### src/rtl/fifo_pkg.sv
// Shared async-FIFO definitions: default address width, pointer width and
// Gray/binary conversion helpers used by both pointer domains.
package fifo_pkg;

  localparam int unsigned ADDRESS_WIDTH = 4;
  localparam int unsigned PTR_W         = ADDRESS_WIDTH + 1;

  function automatic logic [31:0] bin2gray(input logic [31:0] b);
    return b ^ (b >> 1);
  endfunction

  function automatic logic [31:0] gray2bin(input logic [31:0] g);
    logic [31:0] b;
    b = '0;
    for (int unsigned j = 0; j < 32; j++) begin
      b[j] = ^(g >> j);
    end
    return b;
  endfunction

endpackage

### src/rtl/gray2bin_conv.sv
// Combinational Gray-to-binary converter (XOR prefix from the MSB down).
// Shared by the write-side full and read-side empty blocks.
module gray2bin_conv
  import fifo_pkg::*;
#(
  parameter int unsigned W = fifo_pkg::PTR_W
) (
  input  logic [W-1:0] gray,
  output logic [W-1:0] bin
);

  always_comb begin
    bin = '0;
    for (int unsigned j = 0; j < W; j++) begin
      bin[j] = ^(gray >> j);
    end
  end

endmodule

### src/rtl/wr_ptr_full.sv
// Write-domain pointer, full/almost-full and level generator for the async FIFO.
// Optional sticky overflow flag enabled by defining WR_PTR_OVERFLOW_ERR_EN.
module wr_ptr_full
  import fifo_pkg::*;
#(
  parameter int unsigned ADDRESS_WIDTH = fifo_pkg::ADDRESS_WIDTH,
  parameter int unsigned AF_THRESH     = 14
) (
  input  logic                     CLK,
  input  logic                     RST,
  input  logic                     W_INC,
  input  logic [ADDRESS_WIDTH:0]   Wq2_Rptr,
  output logic [ADDRESS_WIDTH:0]   W_ptr,
  output logic [ADDRESS_WIDTH-1:0] W_addr,
  output logic                     W_en,
  output logic                     W_full,
  output logic                     W_almost_full,
  output logic [ADDRESS_WIDTH:0]   W_level,
  output logic                     W_ovf
);

  localparam int unsigned AW = ADDRESS_WIDTH;
  localparam int unsigned PW = ADDRESS_WIDTH + 1;

  logic [PW-1:0] wbin;
  logic [PW-1:0] wbin_next;
  logic [PW-1:0] wgray_next;
  logic [PW-1:0] rbin;
  logic [PW-1:0] level_next;
  logic          full_next;
  logic          af_next;

  gray2bin_conv #(.W(PW)) u_rptr_conv (
    .gray (Wq2_Rptr),
    .bin  (rbin)
  );

  // Gated by RST so the memory never writes on a reset edge, where the
  // pointer update is discarded anyway.
  assign W_en   = W_INC & ~W_full & ~RST;
  assign W_addr = wbin[AW-1:0];

  always_comb begin
    wbin_next  = wbin + PW'(W_en);
    wgray_next = PW'(bin2gray(32'(wbin_next)));
    level_next = wbin_next - rbin;
    full_next  = (wgray_next == {~Wq2_Rptr[AW:AW-1], Wq2_Rptr[AW-2:0]});
    af_next    = (level_next >= PW'(AF_THRESH));
  end

  always_ff @(posedge CLK) begin
    if (RST) begin
      wbin          <= '0;
      W_ptr         <= '0;
      W_full        <= 1'b0;
      W_almost_full <= 1'b0;
      W_level       <= '0;
    end else begin
      wbin          <= wbin_next;
      W_ptr         <= wgray_next;
      W_full        <= full_next;
      W_almost_full <= af_next;
      W_level       <= level_next;
    end
  end

`ifdef WR_PTR_OVERFLOW_ERR_EN
  always_ff @(posedge CLK) begin
    if (RST) begin
      W_ovf <= 1'b0;
    end else if (W_INC && W_full) begin
      W_ovf <= 1'b1;
    end
  end
`else
  assign W_ovf = 1'b0;
`endif

endmodule
### config.mk
export PLATFORM = sky130hd
export DESIGN_NAME = wr_ptr_full
export DESIGN_NICKNAME = d
export VERILOG_FILES = /design/src/rtl/fifo_pkg.sv /design/src/rtl/gray2bin_conv.sv /design/src/rtl/wr_ptr_full.sv
export SDC_FILE = /design/constraint.sdc
export NUM_CORES = 1
export LEC_CHECK = 0
export ABC_AREA = 1
export BUFFER_PORTS_ARGS = -buffer_cell sky130_fd_sc_hd__buf_2
export CAP_MARGIN = 20
export CORE_MARGIN = 2
export CORE_UTILIZATION = 47
export CTS_BUF_LIST = sky130_fd_sc_hd__clkbuf_8
export DETAILED_ROUTE_END_ITERATION = 8
export GPL_TIMING_DRIVEN = 0
export PLACE_DENSITY = 0.76
export SETUP_SLACK_MARGIN = 0.02
export SLEW_MARGIN = 20
export SYNTH_ARGS = -nofsm -noshare
export SYNTH_HDL_FRONTEND = slang
export SYNTH_SLANG_ARGS = --single-unit
### constraint.sdc
create_clock -name CLK -period 2 [get_ports CLK]
set_input_delay 0.1 -clock CLK [delete_from_list [all_inputs] [get_ports CLK]]
set_output_delay 0.1 -clock CLK [all_outputs]
set_load 0.005 [all_outputs]
After elaboration in Yosys (flattened, before gate mapping). Cells that the tools add are included.

Magnitude comparators: 1. Eq/ne operators: 1. Reduce and logical (&&, ||, !) cells: 5. Add/sub/neg operators: 2. Bitwise operators: 6.

Operators with widths (count): $reduce_xor 5->1 (5); $add 5x1->5 (1); $eq 5x5->1 (1); $ge 5x4->1 const B (1); $sub 5x5->5 (1); $xor 5x4->5 (1); $and 1x1->1 (2); $not 1->1 (2); $not 2->2 (1).

Word-level logic and storage cells: 20. Register bits: 17.

Depth between registers and ports, before layout. Gate-level depths: netlist of the first run.

Depth in word-level cells: 6. Mapped depth: 16. Depth with buffers taken out: 16.

Cells and area by module. Synthesis of the first run repeated with hierarchy kept, for this count alone.

Cell total of the unflattened synthesis: 145. Area, all modules: 1014.7 sq um.

Modules (own cells, without submodules): wr_ptr_full (sequential area each 320.3 sq um, area each 890.9 sq um, cells each 121, times used 1); gray2bin_conv (sequential area each 0.0 sq um, area each 123.9 sq um, cells each 24, times used 1).

Worst setup path before layout of the first run. No wires, ideal clock.

Path type: flip-flop to flip-flop. From: register W_full. To: register W_almost_full. Required time: 1.887 ns. Arrival: 1.967 ns. Cell stages (with the launch flop): 13. Buffers on the path: 0. Path slack: -0.081 ns. Path through: dfxtp_1 -> nor2_1 -> ha_1 -> ha_1 -> inv_1 -> nand2_1 -> nand2_1 -> ha_1 -> a21oi_1 -> o21ai_0 -> xnor2_1 -> nand2b_1 -> nand2_1.

Longest elaborated chain between the ends: 6.

RTL lines: start: declaration (line wr_ptr_full.sv:16) `output logic W_full,`; start signal: assignment (line wr_ptr_full.sv:61) `W_full <= full_next;`; $not 1->1 (line wr_ptr_full.sv:40) `assign W_en = W_INC & ~W_full & ~RST;`; $and 1x1->1 (2 in series) (line wr_ptr_full.sv:40); net W_en (line wr_ptr_full.sv:15) `output logic W_en,`; $add 5x1->5 (line wr_ptr_full.sv:44) `wbin_next = wbin + PW'(W_en);`; net wbin_next[2] (line wr_ptr_full.sv:26) `logic [PW-1:0] wbin_next;`; $sub 5x5->5 (line wr_ptr_full.sv:46) `level_next = wbin_next - rbin;`; $ge 5x4->1 (line wr_ptr_full.sv:48) `af_next = (level_next >= PW'(AF_THRESH));`; end signal: assignment (line wr_ptr_full.sv:62) `W_almost_full <= af_next;`; end: declaration (line wr_ptr_full.sv:17) `output logic W_almost_full,`.

The timed path passes the listed nets, and every way through them passes these cells. A chain may end at the register's enable or synchronous reset.

Worst setup path after layout of the first run.
From: register W_full. To: register W_almost_full.

Longest elaborated chain between the ends: 6.

RTL lines (line): $not 1->1 (wr_ptr_full.sv:40); $and 1x1->1 (2 in series) (wr_ptr_full.sv:40); $add 5x1->5 (wr_ptr_full.sv:44); net wbin_next[1] (wr_ptr_full.sv:26); $sub 5x5->5 (wr_ptr_full.sv:46); $ge 5x4->1 (wr_ptr_full.sv:48).

The timed path passes the listed nets, and every way through them passes these cells.

==> impl_metrics.json, run 1 <==
{
  "outcome": "completed",
  "grt_pass1_vias": 735,
  "fin_crit_ns": 1.96,
  "fin_worst_hold_slack_ns": 0.0903,
  "fillers": 137,
  "diodes": 0,
  "p_int_mw": 0.649,
  "total_power_mw": 0.909,
  "synth-simple-area-share": 0.306,
  "synth_seq_area_share": 0.356,
  "grt.total_usage": 0.207,
  "cts_buffers": 3,
  "ctsHoldBuffers": 0,
  "min_path_type": "in2reg",
  "synth-seq-cells": 16,
  "syn_area_um2": 901,
  "fp.dieW_um": 47.8,
  "swShare": 0.286,
  "fin_util": 0.720,
  "clock-sinks": 16,
  "firstDrtPassIters": 5,
  "drt-wirelength-per-cell_um": 12.7,
  "skew_ns": 0.00243,
  "cts_max_level": 1,
  "die_h_um": 47.8,
  "layout-drive-gt1-share": 0.359,
  "crit_top_cell": "ha_4",
  "fin_crit_sh": 0.980,
  "grt_setup_unrepaired": "true",
  "synthTopCellsByArea": "dfxtp_1, nand2_1, ha_1",
  "yosysTopAreaCellShare": 0.356,
  "grt_start_max_net_pins": 11,
  "worstHoldStart": "RST",
  "yosys.area.top_type": "dfxtp_1",
  "ys.flop_type": "dfxtp_1",
  "ios": 26,
  "crit_type": "reg2reg",
  "cp_data_required_time_ns": 2.15,
  "p_per_area_nw_per_um2": 716,
  "clock_latency_ns": 0.25,
  "antenna_found_initial": 0,
  "wl_mm": 2.30,
  "p_seq_frac": 0.398,
  "fmax_mhz": 510,
  "initial_core_util": 0.511,
  "rrSetupSlack_ns": 0.04,
  "yosysMostFrequentCell": "nand2_1",
  "r2r-end": "W_almost_full",
  "vias_per_cell": 5.11,
  "areaGrowthSynthToFinish_pct": 41.0,
  "cap_violations": 0,
  "synthCells": 124,
  "drv_slew": 0,
  "gr-total-overflow": 0,
  "design_area_um2": 1270,
  "critical_path.max_fanout": 5,
  "num_vias": 925,
  "io_buffer_count": 24,
  "synth_edf_count": 0,
  "postSynthAreaPerCell_um2": 7.27,
  "fin_tns_setup_ns": 0,
  "nNetsFinal": 172,
  "clockPowerShare": 0.314,
  "yosys_warnings": 0,
  "synth_fa_ha_area_frac": 0.106,
  "start_kind": "flip-flop",
  "die_area_um2": 2280,
  "dp_hpwl_mm": 1.55,
  "synthArstFlopShare": 0,
  "crit_chain": "nor2_4 > ha_4 > ha_4 > inv_4 > fa_2 > o21bai_1 > a21oi_2 > inv_1 > nand2_1 > nand3_2 > nand2_2",
  "core.rowCount": 15,
  "setup.worst_path.end_class": "flip-flop",
  "ant_nets": 0,
  "dpl_cell_area_um2": 1070,
  "synth_compound_area_frac": 0.0417,
  "grt_pass1_wl_mm": 3.10,
  "r2r_cells": 11,
  "synth_xor_area_frac": 0.103,
  "core_um2": 1760,
  "syn-num-nets": 139,
  "place_congestion": 0.825,
  "path_clk_slew_ns": 0.06,
  "r2r_start": "W_full",
  "power_switching_mw": 0.260,
  "cts_max_path_buffers": 2,
  "hold_depth": 2,
  "synth_top_family_by_area": "simple AND/OR/NAND/NOR gates",
  "finalSetupViolCount": 0,
  "slowest_delay_ns": 0.37,
  "drt_iter0_drc": 28,
  "max-vdd-ir-drop_mv": 0.534,
  "cts_tree": "done",
  "synth_mux_area_frac": 0,
  "ctsRootBufferMaster": "clkbuf_8",
  "holdPathEnd": "W_ptr[3]",
  "hold_viol": 0,
  "slowest_stage": "fa_2",
  "synthTopCellsByCount": "nand2_1, dfxtp_1, inv_1, nor2_1, nand3_1",
  "leakagePower_nw": 0.640,
  "cp_data_arrival_time_ns": 2.11,
  "drc_errors": 0,
  "ys_types": 24,
  "comb_power_share": 0.288
}
metal layers:
| metal | up-vias | GRT usage | share of wire |
|---|---|---|---|
| li1 | 448 | - | - |
| met1 | 433 | 0.251 | 0.41 |
| met2 | 38 | 0.336 | 0.50 |
| met3 | 6 | 0.0264 | 0.049 |
| met4 | 0 | 0.146 | 0.038 |
| met5 | - | 0 | 0 |
cell usage in the layout, fill, tap and decap left out, types with 2 or more instances in the layout:
| cell type | count |
|---|---|
| nand2_1 | 34 |
| inv_2 | 2 |
| buf_4 | 5 |
| ha_4 | 4 |
| nand3_1 | 7 |
| dfxtp_1 | 15 |
| nand4_1 | 3 |
| xor2_1 | 2 |
| a21oi_1 | 3 |
| nand2_4 | 2 |
| inv_1 | 12 |
| nor2_1 | 13 |
| inv_4 | 2 |
| buf_2 | 25 |
| clkbuf_8 | 4 |
| xnor2_1 | 3 |
worst max path at each step:
stage	start	end	cells past startpoint
detailed placement	RST	W_almost_full	15
global placement	RST	W_almost_full	14
floorplan	W_full	W_almost_full	11
CTS	W_full	W_almost_full	12
finish	W_full	W_almost_full	11
global route	W_full	W_almost_full	14
worst max-delay path, delay by kind of cell, from the launching register on:
family | cells | cell delay [ns]
compound gates | 2 | 0.29
flops | 1 | 0.35
fa+ha+maj | 3 | 0.84
buf+inv | 2 | 0.13
simple gates | 4 | 0.25
layout make-up:
class	count	area, um^2	area share
inverters	16	65.1	0.0512
flip-flops and latches	16	322	0.253
plain buffers	3	16.3	0.0128
clock buffers	4	55.1	0.0433
well taps	25	31.3	0.0246
repair buffers	28	150	0.118
multi-input cells	89	631	0.497
sequential cells by signal, indices dropped and copies added, names as in the netlist:
signal,flops
W_almost_full,1
W_level,5
W_ptr,5
wbin,4
W_full,1
through the flow:
step                setup WS [ns]  std cells
floorplan                  0.0404        124
global placement           -0.181        173
detailed placement         -0.243        173
CTS                        0.0220        177
global route              -0.0343        181
finish                     0.0409        181
cell families after synthesis:
kind of cell	Yosys count
AOI/OAI and AO/OA	7
other	1
buffers and inverters	19
and+or+nand+nor	66
adders and majority gates	7
DFF	16
xor gates and xnor gates	8
repair_timing:
action                     CTS  global route
pin swaps                    1            10
resized for setup            4            19
setup buffers                0             4
setup endpoints to repair    3             3
power by group through the flow:
stage,logic [mW],clock network (mW),registers (mW)
CTS,0.227,0.287,0.362
global placement,0.212,0,0.365
floorplan,0.140,0,0.373
global route,0.292,0.306,0.366
detailed placement,0.221,0,0.368
finish,0.262,0.285,0.362
Note: power is estimated with default switching activity, not from simulation.
==> run 2: changes to the inputs <==
--- a/config.mk
+++ b/config.mk
@@ -9,11 +9,10 @@
 export BUFFER_PORTS_ARGS = -buffer_cell sky130_fd_sc_hd__buf_2
 export CAP_MARGIN = 20
 export CORE_MARGIN = 2
-export CORE_UTILIZATION = 47
+export CORE_UTILIZATION = 35
 export CTS_BUF_LIST = sky130_fd_sc_hd__clkbuf_8
 export DETAILED_ROUTE_END_ITERATION = 8
 export GPL_TIMING_DRIVEN = 0
-export PLACE_DENSITY = 0.76
 export SETUP_SLACK_MARGIN = 0.02
 export SLEW_MARGIN = 20
 export SYNTH_ARGS = -nofsm -noshare
==> run 2 against run 1 <==
Against the previous run:
- clock-buffer cell count unchanged
- design area decreased by 0.49%
- combinational power decreased by 2%
- non-clock buffer count unchanged
- critical endpoint unchanged
- sequential share of layout area increased by 0.13 points
- setup slack improved by 0.044 ns
- core utilization decreased by 21 points
- critical path depth increased by 3
- die area increased by 31%
- largest power group unchanged
==> impl_metrics.json, run 2 (synthesis results as in run 1) <==
{
  "cp_data_arrival_time_ns": 2.06,
  "ios": 26,
  "die_area_um2": 3000,
  "antenna_found_initial": 0,
  "drt_iter0_drc": 12,
  "p_per_area_nw_per_um2": 716,
  "setup.worst_path.end_class": "flip-flop",
  "num_vias": 858,
  "drc_errors": 0,
  "ctsHoldBuffers": 0,
  "grt.total_usage": 0.152,
  "clock_latency_ns": 0.25,
  "outcome": "completed",
  "grt_pass1_wl_mm": 3.15,
  "gr-total-overflow": 0,
  "grt_pass1_vias": 764,
  "cts_max_level": 1,
  "fillers": 251,
  "path_clk_slew_ns": 0.07,
  "drt-wirelength-per-cell_um": 11.3,
  "leakagePower_nw": 0.640,
  "drv_slew": 0,
  "ant_nets": 0,
  "nNetsFinal": 172,
  "diodes": 0,
  "layout-drive-gt1-share": 0.353,
  "setup_slack_ns": 0.0850,
  "ctsRootBufferMaster": "clkbuf_8",
  "skew_ns": 0.00237,
  "fin_crit_ns": 1.92,
  "core.rowCount": 18,
  "die_h_um": 54.7,
  "final_cell_mix": "nand2_1, buf_2, dfxtp_1, inv_1, nor2_1",
  "hold_viol": 0,
  "cap_violations": 0,
  "wl_mm": 2.10,
  "cp_data_required_time_ns": 2.15,
  "top_regs": "W_level x5, W_ptr x5, wbin x4",
  "cts_max_path_buffers": 2,
  "dp_slack_ns": -0.252,
  "min_path_type": "in2reg",
  "critical_path.max_fanout": 5,
  "fin_crit_sh": 0.958,
  "finalSetupViolCount": 0,
  "fmax_mhz": 522,
  "fp.dieW_um": 54.7,
  "cts_buffers": 3,
  "grt_start_max_net_pins": 11,
  "io_buffer_count": 24,
  "initial_core_util": 0.367,
  "cts_tree": "done",
  "core_um2": 2450,
  "dp_hpwl_mm": 1.62,
  "crit_type": "reg2reg",
  "start_kind": "flip-flop",
  "layout_commonest_cell": "nand2_1",
  "max-vdd-ir-drop_mv": 0.464,
  "fin_worst_hold_slack_ns": 0.0899,
  "firstDrtPassIters": 4,
  "areaGrowthSynthToFinish_pct": 40.3,
  "clock-sinks": 16,
  "place_congestion": 0.794,
  "vias_per_cell": 4.61
}
## run 2: path summary, 6_finish.rpt
path              slack, ns  startpoint       endpoint  cells past startpoint
hold reg to reg        0.66     wbin[0]        wbin[0]                      3
hold / removal         0.09         RST       W_ptr[3]                      2
setup reg to reg       0.08      W_full  W_almost_full                     14
setup / recovery       0.08      W_full  W_almost_full                     14
## run 2: layout make-up
type | instances | area (um^2) | share of cell area
multi-input cells | 89 | 623 | 0.493
flip-flops and latches | 16 | 322 | 0.254
repair buffers | 28 | 150 | 0.119
inverters | 16 | 60.1 | 0.0475
clock buffers | 4 | 55.1 | 0.0436
well taps | 30 | 37.5 | 0.0297
plain buffers | 3 | 16.3 | 0.0129
## run 2: layer usage
metal,GRT usage,part of all wire,up-vias
li1,-,-,450
met1,0.183,0.45,390
met2,0.258,0.51,16
met3,0.0164,0.031,2
met4,0.0875,0.013,0
met5,0,0,-
## run 2: report_power, final
group / leakage (nW) / switching (mW) / internal [mW] / total, mW
combinational: 0.480 / 0.133 / 0.125 / 0.257
sequential: 0.132 / 0.00951 / 0.351 / 0.361
clock: 0.0288 / 0.112 / 0.174 / 0.286
total: 0.640 / 0.254 / 0.651 / 0.905
## run 2: metrics by stage
step / total power, mW / std cells / instance area [um^2] / utilization / TNS (ns)
final: 0.905 / 186 / 1260 / 0.515 / 0
after global routing: 0.962 / 186 / 1260 / 0.515 / -0.101
after CTS: 0.874 / 183 / 1170 / 0.475 / 0
after detailed placement: 0.587 / 178 / 1080 / 0.440 / -0.623
after global placement: 0.579 / 178 / 1080 / 0.440 / -0.414
after floorplan: 0.512 / 124 / 923 / - / 0
## run 2: worst max-delay path, stage by stage, from the launching register on
cell and delay [ns]:
dfxtp_2 0.34, nor2_4 0.13, ha_4 0.16, ha_4 0.16
inv_2 0.04, nand2_2 0.07, nand2_4 0.07, ha_4 0.29
inv_1 0.05, o21bai_1 0.20, a21oi_2 0.09, inv_1 0.05
nand2_1 0.05, nand3_2 0.06, nand2_1 0.04
## run 2: timing repair
| item | 4_1_cts | 5_1_grt |
|---|---|---|
| setup buffers | 1 | 3 |
| gates resized for setup | 4 | 14 |
| pin swaps | 2 | 11 |
| setup endpoints to repair | 3 | 3 |
==> run 3: changes to the inputs <==
--- a/config.mk
+++ b/config.mk
@@ -13,7 +13,7 @@
 export CTS_BUF_LIST = sky130_fd_sc_hd__clkbuf_8
 export DETAILED_ROUTE_END_ITERATION = 8
 export GPL_TIMING_DRIVEN = 0
-export SETUP_SLACK_MARGIN = 0.02
+export SETUP_SLACK_MARGIN = 0.3
 export SLEW_MARGIN = 20
 export SYNTH_ARGS = -nofsm -noshare
 export SYNTH_HDL_FRONTEND = slang
==> run 3 against run 2 <==
Against the previous run:
- final cell count rose by 2.7%
- design area rose by 3.4%
- sequential share of layout area fell by 0.83 points
- largest power group unchanged
- clock power rose by 2%
- worst hold slack got worse by 0.017 ns
- clock-buffer cell count did not move
- total power rose by 1.8%
- maximum frequency rose by 4.1%
- non-clock buffer count rose by 5
- setup slack improved by 0.075 ns
==> impl_metrics.json, run 3 (synthesis results as in run 1) <==
{
  "skew_ns": 0.00402,
  "power_switching_mw": 0.261,
  "ios": 26,
  "fp.dieW_um": 54.7,
  "final_cell_mix": "nand2_1, buf_2, dfxtp_1, nor2_1, inv_1",
  "ctsRootBufferMaster": "clkbuf_8",
  "diodes": 0,
  "finalSetupViolCount": 0,
  "fmax_mhz": 543,
  "fin_tns_setup_ns": 0,
  "grt_setup_unrepaired": "true",
  "leakagePower_nw": 0.661,
  "setup.worst_path.end_class": "flip-flop",
  "clockPowerShare": 0.316,
  "io_buffer_count": 24,
  "fin_worst_hold_slack_ns": 0.0733,
  "p_per_area_nw_per_um2": 705,
  "fin_util": 0.532,
  "swShare": 0.283,
  "comb_power_share": 0.292,
  "fin_crit_sh": 0.920,
  "crit_type": "reg2reg",
  "min_path_type": "in2reg",
  "drt-wirelength-per-cell_um": 11.2,
  "fin_crit_ns": 1.84,
  "place_congestion": 0.766,
  "grt_pass1_wl_mm": 3.26,
  "clock-sinks": 16,
  "vias_per_cell": 4.69,
  "layout-drive-gt1-share": 0.404,
  "total_power_mw": 0.921,
  "multi_input_area_um2": 626,
  "top_regs": "W_level x5, W_ptr x5, wbin x4",
  "wl_mm": 2.14,
  "drc_errors": 0,
  "grt_start_max_net_pins": 11,
  "start_kind": "flip-flop",
  "critical_path.max_fanout": 4,
  "cts_tree": "done",
  "num_vias": 896,
  "cts_max_level": 1,
  "path_clk_slew_ns": 0.07,
  "initial_core_util": 0.367,
  "drt_iter0_drc": 13,
  "seqCellArea_um2": 322,
  "core_um2": 2450,
  "core.rowCount": 18,
  "clock_latency_ns": 0.25,
  "fillers": 238,
  "r2r_cells": 12,
  "hold_viol": 0,
  "grt.total_usage": 0.161,
  "cts_buffers": 3,
  "p_seq_frac": 0.392,
  "dp.cells": 178,
  "p_int_mw": 0.660,
  "die_h_um": 54.7,
  "cp_data_arrival_time_ns": 1.99,
  "grt_pass1_vias": 782,
  "nNetsFinal": 177,
  "ant_nets": 0,
  "cts_max_path_buffers": 2,
  "cp_data_required_time_ns": 2.15,
  "dp_hpwl_mm": 1.56,
  "gr-total-overflow": 0,
  "layout_commonest_cell": "nand2_1",
  "areaGrowthSynthToFinish_pct": 45.0,
  "drv_slew": 0,
  "die_area_um2": 3000,
  "antenna_found_initial": 0,
  "finalNonFillerCells": 191,
  "firstDrtPassIters": 4,
  "cap_violations": 0,
  "hold_depth": 2,
  "outcome": "completed",
  "max-vdd-ir-drop_mv": 0.369
}
==> run 3: changes by cell type in the layout (fill, tap and decap cells not counted) <==
cell / change
xnor2_1: +1
inv_2: +1
nand2_2: +4
inv_4: +1
inv_1: -2
nand2_1: -4
buf_4: +5
xnor2_2: -1
==> run 3: path summary, 6_finish.rpt <==
path            start            end  slack [ns]
min               RST       W_ptr[3]        0.07
max            W_full  W_almost_full        0.16
min reg2reg  W_ptr[4]       W_ptr[4]        0.62
max reg2reg    W_full  W_almost_full        0.16
==> run 3: what timing repair did <==
item                                    in CTS  in global routing
hold buffers                                 0                  0
pin swaps                                   13                 12
gates cloned                                 0                  0
endpoints found under the setup margin       3                  5
setup buffers                                7                  2
gates resized for setup                     10                  7
==> run 3: layer usage <==
| metal | track usage | up-vias | wire length (um) |
|---|---|---|---|
| li1 | - | 458 | - |
| met1 | 0.189 | 416 | 901 |
| met2 | 0.276 | 17 | 1110 |
| met3 | 0.0164 | 5 | 70 |
| met4 | 0.100 | 0 | 54 |
| met5 | 0 | - | 0 |
==> run 3: critical path, cell delays in order, from the launching register on <==
cell and delay (ns):
dfxtp_2 0.33, nor2_4 0.10, ha_4 0.17, ha_4 0.14, inv_2 0.04, nand2_2 0.07
nand2_4 0.06, ha_4 0.26, a21oi_2 0.15, o21ai_2 0.07, xnor2_1 0.16, nand2b_1 0.13
nand2_1 0.04
==> run 3: area by class of cell <==
| type | count | area share |
|---|---|---|
| Buffer | 3 | 0.0125 |
| Timing Repair Buffer | 33 | 0.144 |
| Inverter | 16 | 0.0479 |
| Clock buffer | 4 | 0.0421 |
| Sequential cell | 16 | 0.246 |
| Multi-Input combinational cell | 89 | 0.479 |
| Tap cell | 30 | 0.0287 |
==> run 3: power groups by stage <==
| stage | clock (mW) | sequential (mW) | combinational (mW) |
|---|---|---|---|
| finish | 0.291 | 0.361 | 0.269 |
| global route | 0.305 | 0.364 | 0.304 |
| CTS | 0.296 | 0.362 | 0.264 |
| detailed placement | 0 | 0.369 | 0.227 |
| global placement | 0 | 0.367 | 0.222 |
| floorplan | 0 | 0.374 | 0.147 |
==> run 3: metrics by stage <==
step | instance area [um^2] | setup slack [ns]
6_report | 1310 | 0.160
5_1_grt | 1310 | 0.0500
4_1_cts | 1270 | 0.126
3_5_place_dp | 1120 | -0.0783
3_3_place_gp | 1120 | -0.0702
2_1_floorplan | 963 | 0.222
